--- config.mk ---
export PLATFORM = sky130hd
export DESIGN_NAME = clock_monitor
export DESIGN_NICKNAME = d
export VERILOG_FILES = /design/src/rtl/clock_monitor.sv
export SDC_FILE = /design/constraint.sdc
export NUM_CORES = 1
export LEC_CHECK = 0
export BUFFER_PORTS_ARGS = -buffer_cell sky130_fd_sc_hd__buf_4
export CORE_ASPECT_RATIO = 1.25
export CORE_MARGIN = 1.5
export CORE_UTILIZATION = 42
export CTS_CLUSTER_SIZE = 28
export DETAILED_ROUTE_END_ITERATION = 10
export HOLD_SLACK_MARGIN = 0.12
export PLACE_DENSITY = 0.59
export SYNTH_ARGS = -nofsm -noshare
export SYNTH_HDL_FRONTEND = slang
export SYNTH_SLANG_ARGS = --single-unit
--- constraint.sdc ---
create_clock -name clk -period 14.26 [get_ports clk]
set_clock_uncertainty 0.15 [all_clocks]
set_input_delay 1.426 -clock clk [delete_from_list [all_inputs] [get_ports clk]]
set_output_delay 1.426 -clock clk [all_outputs]
set_load 0.03 [all_outputs]
--- src/rtl/clock_monitor.sv ---
// Measures period, high time, duty cycle and period envelope of an asynchronous clock sampled on clk.
// Period/min/max/in_tol valid one cycle after a detected rise, duty_pct/meas_valid eight cycles after; no backpressure.
module clock_monitor #(
    parameter int CNT_W      = 16,
    parameter int EXP_PERIOD = 20,
    parameter int TOL_PCT    = 10
) (
    input  logic             clk,
    input  logic             rst,
    input  logic             mon_clk,
    input  logic             clr,
    output logic [CNT_W-1:0] period,
    output logic [CNT_W-1:0] high_time,
    output logic [6:0]       duty_pct,
    output logic [CNT_W-1:0] period_min,
    output logic [CNT_W-1:0] period_max,
    output logic             meas_valid,
    output logic             in_tol,
    output logic             timeout
);

    localparam int DW = CNT_W + 7;
    localparam int TW = CNT_W + 32;
    localparam logic [CNT_W-1:0] ONES    = '1;
    localparam logic [TW-1:0]    EXP_W   = TW'(EXP_PERIOD);
    localparam logic [TW-1:0]    TOL_LIM = TW'(EXP_PERIOD) * TW'(TOL_PCT);

    typedef enum logic [1:0] {IDLE, MEAS, DIV} state_t;

    state_t state, state_nxt;

    logic             s1, s2, s_d;
    logic             rise, fall, sat;
    logic [CNT_W-1:0] cnt, hi_lat;
    logic [DW-1:0]    rem, dvs;
    logic [6:0]       quo, quo_nxt;
    logic [2:0]       iter;
    logic             rem_ge, div_last;
    logic             capture, first_rise, set_tmo, div_step, div_done;
    logic [TW-1:0]    cnt_w, diff;
    logic             tol_ok;
    logic [CNT_W-1:0] min_base, max_base;

    always_ff @(posedge clk) begin
        if (rst) begin
            s1  <= 1'b0;
            s2  <= 1'b0;
            s_d <= 1'b0;
        end else begin
            s1  <= mon_clk;
            s2  <= s1;
            s_d <= s2;
        end
    end

    assign rise = s2 & ~s_d;
    assign fall = ~s2 & s_d;
    assign sat  = (cnt == ONES);

    always_ff @(posedge clk) begin
        if (rst) begin
            cnt    <= '0;
            hi_lat <= '0;
        end else begin
            if (rise)
                cnt <= CNT_W'(1);
            else if (!sat)
                cnt <= cnt + CNT_W'(1);
            if (fall)
                hi_lat <= cnt;
        end
    end

    always_ff @(posedge clk) begin
        if (rst)
            state <= IDLE;
        else
            state <= state_nxt;
    end

    assign div_last = (iter == 3'd6);

    always_comb begin
        state_nxt = state;
        case (state)
            IDLE: if (rise) state_nxt = MEAS;
            MEAS: begin
                if (rise)
                    state_nxt = DIV;
                else if (sat)
                    state_nxt = IDLE;
            end
            DIV: begin
                if (rise)
                    state_nxt = DIV;
                else if (sat)
                    state_nxt = IDLE;
                else if (div_last)
                    state_nxt = MEAS;
            end
            default: state_nxt = IDLE;
        endcase
    end

    // A rise in DIV recaptures and restarts, so an aborted division never reaches div_done.
    always_comb begin
        capture    = 1'b0;
        first_rise = 1'b0;
        set_tmo    = 1'b0;
        div_step   = 1'b0;
        div_done   = 1'b0;
        case (state)
            IDLE: first_rise = rise;
            MEAS: begin
                capture = rise;
                set_tmo = !rise && sat;
            end
            DIV: begin
                capture  = rise;
                set_tmo  = !rise && sat;
                div_step = !rise && !sat;
                div_done = !rise && !sat && div_last;
            end
            default: ;
        endcase
    end

    assign cnt_w  = TW'(cnt);
    assign diff   = (cnt_w >= EXP_W) ? (cnt_w - EXP_W) : (EXP_W - cnt_w);
    assign tol_ok = ((diff * TW'(100)) <= TOL_LIM);

    assign min_base = clr ? ONES : period_min;
    assign max_base = clr ? '0   : period_max;

    assign rem_ge  = (rem >= dvs);
    assign quo_nxt = {quo[5:0], rem_ge};

    always_ff @(posedge clk) begin
        if (rst) begin
            period     <= '0;
            high_time  <= '0;
            duty_pct   <= '0;
            period_min <= ONES;
            period_max <= '0;
            meas_valid <= 1'b0;
            in_tol     <= 1'b0;
            timeout    <= 1'b0;
            rem        <= '0;
            dvs        <= '0;
            quo        <= '0;
            iter       <= '0;
        end else begin
            meas_valid <= div_done;
            if (clr) begin
                period_min <= ONES;
                period_max <= '0;
            end
            if (capture) begin
                period     <= cnt;
                high_time  <= hi_lat;
                period_min <= (cnt < min_base) ? cnt : min_base;
                period_max <= (cnt > max_base) ? cnt : max_base;
                in_tol     <= tol_ok;
                // Divisor pre-shifted by 6 so seven compare/subtract steps yield the quotient MSB first.
                rem        <= DW'(hi_lat) * DW'(100);
                dvs        <= DW'(cnt) << 6;
                quo        <= '0;
                iter       <= '0;
            end
            if (div_step) begin
                rem  <= rem_ge ? (rem - dvs) : rem;
                dvs  <= dvs >> 1;
                quo  <= quo_nxt;
                iter <= iter + 3'd1;
            end
            if (div_done)
                duty_pct <= quo_nxt;
            if (set_tmo)
                timeout <= 1'b1;
            else if (first_rise)
                timeout <= 1'b0;
        end
    end

endmodule

==> metrics <==
post-CTS sizing 0; final hold violations 0; die width 157.8 um; Overall Power 1153 uW; P_sw 366.3 uW; P_leak 0.006375 uW; Slew HR 0.2326; Clock Tree Buf Depth 2; Pwr per Cell Area 82.40 nW/um2; clk_lat worst skew 0.45 ns; Starting Density 0.4286; Layout area overhead 11.31%; unrepaired setup endpoints after global routing false; initial antenna violation count 0; Vias 10927; setup TNS 0 ns; clk sinks 165; HP Class reg2reg; # diodes 0; Reg power frac 0.413; DRT Pass-1 Iters 5; Top FF cell, synth dfxtp_1; CP Capture Type flop; Int Pwr 787.1 uW; Tcrit/Tclk final 0.4078; Peak Freq 172.0 MHz; Clock Pin Slew Worst Setup and Hold Paths 0.09 ns; sequential area share after synthesis 0.2627; Placement Rows 70; Cells after Synth 1589; first-pass GRT wire length 53900 um; worst slew pin tran 1.151 ns; Die ar. 30990 um2; wire per inst 16.29 um; Post-Syn Nets 1790; fin nets 1821; largest net degree at the start of global routing 104; DRC viols 0; Yosys Warn Count 0; Clk pwr share 0.392; Synth cell types 73; core area 29340 um2; CTS tree built; vias in the first global route 10806; I/O Buffers 77; initial DRC count 444; layout cell share with drive strength beyond 1 0.09063; peak fanout along the critical path 13; H-Tree Depth 4; HPWL after DPL 24580 um; post-route ant nets 0; Finish-stage setup viols 0; die height 196.5 um; status completed; Mapped Avg Cell Area 7.914 um2; RePlAce Congestion 0.8619; Critical Path AT 6.06 ns; hold buffers post-CTS 0; WL final 33050 um; Netlist Area Pre-Place 12570 um2; total CTS buffers 17; Logic pwr share 0.194; gr ovfl total 0; max_cap viols 0; WP data required 14.50 ns; asr flop ratio synth 0; io pins 78; GRT Total Usage 0.2190; Yosys reg bits 165; VDD IR max 0.00007673 V; Slew Viols, Final 0; Post-synth EDFFs 0; post-CTS setup repair buffer count 0; Tmin final 5.815 ns; Worst Setup Start Kind flop; Switching Fraction 0.3176; Vias per Instance 5.385; root buffer cell clkbuf_16; CP Class reg2reg
## cells in the mapped netlist, types with 3 or more instances
| master | count | area share |
|---|---|---|
| nand2_1 | 223 | 0.067 |
| ha_1 | 170 | 0.17 |
| dfxtp_1 | 165 | 0.26 |
| nor2_1 | 149 | 0.044 |
| inv_1 | 141 | 0.042 |
| a21oi_1 | 128 | 0.051 |
| clkbuf_1 | 48 | 0.014 |
| o21ai_0 | 44 | 0.018 |
| nor3_1 | 42 | 0.017 |
| nand3_1 | 41 | 0.016 |
| nand2b_1 | 40 | 0.020 |
| mux2i_1 | 38 | 0.030 |
| xnor2_1 | 38 | 0.026 |
| a21o_1 | 34 | 0.020 |
| fa_1 | 27 | 0.043 |
| a211oi_1 | 24 | 0.014 |
| a311oi_1 | 23 | 0.016 |
| xor2_1 | 20 | 0.014 |
| buf_2 | 13 | 0.0052 |
| nand4_1 | 13 | 0.0065 |
| or3_1 | 12 | 0.0060 |
| a31oi_1 | 11 | 0.0055 |
| and3_1 | 11 | 0.0055 |
| nor2b_1 | 11 | 0.0055 |
| o21a_1 | 11 | 0.0066 |
| buf_1 | 10 | 0.0030 |
| o21bai_1 | 10 | 0.0060 |
| buf_4 | 6 | 0.0036 |
| o211ai_1 | 6 | 0.0036 |
| a211o_1 | 5 | 0.0035 |
| or2_2 | 5 | 0.0025 |
| a2111oi_0 | 4 | 0.0028 |
| and2_1 | 4 | 0.0020 |
| nor3b_1 | 4 | 0.0024 |
| o21ai_1 | 4 | 0.0016 |
| a21boi_0 | 3 | 0.0018 |
| nand3b_1 | 3 | 0.0018 |
| nor4_1 | 3 | 0.0015 |
| o311ai_0 | 3 | 0.0021 |
## layer usage
layer | wire, um | vias to the layer above | share of wire | global-route usage
li1 | - | 5517 | - | -
met1 | 14390 | 5159 | 0.44 | 0.2613
met2 | 16470 | 212 | 0.50 | 0.3897
met3 | 1225 | 39 | 0.037 | 0.03430
met4 | 969 | 0 | 0.029 | 0.08456
met5 | 0 | - | 0 | 0
## critical path, stage by stage (launching register included)
cell and delay, ns:
dfxtp_1 0.63, inv_1 0.21, ha_1 0.26, a211o_1 0.26, nand2_1 0.13, nand2b_4 0.12
o21ai_1 0.13, nor2_1 0.10, a21oi_1 0.18, xnor2_1 0.25, ha_1 0.31, ha_1 0.28
inv_1 0.05, fa_1 0.49, inv_1 0.04, ha_1 0.38, nor3b_1 0.18, a2111oi_0 0.44
o2111ai_1 0.18, nor4_1 0.31, nand4_1 0.20, a2111oi_4 0.24, nand4_1 0.13, o21ai_1 0.12
## cell usage in the layout (no fill, tap or decap), types with 4 or more instances in the layout
| cell type | instances |
|---|---|
| nor3_1 | 42 |
| inv_1 | 141 |
| buf_4 | 91 |
| nor2_1 | 149 |
| xor2_1 | 20 |
| clkbuf_16 | 17 |
| xnor2_1 | 38 |
| a211o_1 | 5 |
| and2_1 | 4 |
| nand3_1 | 41 |
| a21oi_1 | 128 |
| clkinvlp_4 | 4 |
| a2111oi_0 | 4 |
| a31oi_1 | 11 |
| fa_1 | 27 |
| or3_1 | 12 |
| mux2i_1 | 38 |
| or2_2 | 5 |
| nand4_1 | 13 |
| o211ai_1 | 6 |
| nor2b_1 | 11 |
| nand2b_1 | 40 |
| ha_1 | 170 |
| dfxtp_1 | 165 |
| a311oi_1 | 23 |
| o21ai_0 | 44 |
| o21a_1 | 10 |
| o21bai_1 | 10 |
| nand2_1 | 223 |
| and3_1 | 11 |
| a211oi_1 | 24 |
| a21o_1 | 34 |
| nor3b_1 | 4 |
## kinds of logic (layout without fill, tap and decap cells)
family | after synthesis | after routing | synth area share
flops | 165 | 165 | 0.2627
mux | 40 | 40 | 0.03293
simple gates | 573 | 573 | 0.2076
fa+ha+maj | 197 | 197 | 0.2121
compound gates | 336 | 336 | 0.1743
xor+xnor | 58 | 58 | 0.04040
buf+inv | 220 | 264 | 0.06995
## state kept, by name (all words and copies together) (netlist names), 2 cells and up
| signal | count |
|---|---|
| period | 16 |
| high_time | 16 |
| dvs | 22 |
| hi_lat | 16 |
| cnt | 16 |
| quo | 6 |
| period_min | 16 |
| duty_pct | 7 |
| iter | 3 |
| rem | 23 |
| state | 2 |
| period_max | 16 |
## layout make-up
cell class,instances,area [um2]
sequential,165,3303
clock buffer,17,425.4
timing repair buffer,91,683.2
clock inverter,15,145.1
fill,2989,15340
multi-input combinational,1204,8416
tap,396,495.5
inverter,141,529.3
## worst paths after layout
kind / start / endpoint / slack (ns) / cells past startpoint
worst min register to register: period[13] / period[13] / 0.30 / 2
worst max-delay path: cnt[3] / in_tol / 8.45 / 23
worst max register to register: cnt[3] / in_tol / 8.45 / 23
worst min-delay path: period[13] / period[13] / 0.30 / 2
## per-stage QoR
stage	hold slack, ns	instance area (um2)	setup WS, ns	instances	util
2_1_floorplan	0.2638	12570	8.962	1589	-
3_3_place_gp	0.2883	13430	8.733	1997	0.4576
3_5_place_dp	0.2997	13430	8.526	1997	0.4576
4_1_cts	0.3091	14000	8.506	2029	0.4771
5_1_grt	0.3265	14000	8.077	2029	0.4771
6_report	0.3035	14000	8.445	2029	0.4771
## power groups by stage
stage               clock (uW)  sequential, uW  combinational [uW]
global route               476             478                 252
finish                     453             477                 224
global placement             0             487                 222
detailed placement           0             487                 224
CTS                        463             477                 225
floorplan                    0             486                 175
Note: power is estimated with default switching activity, not from simulation.
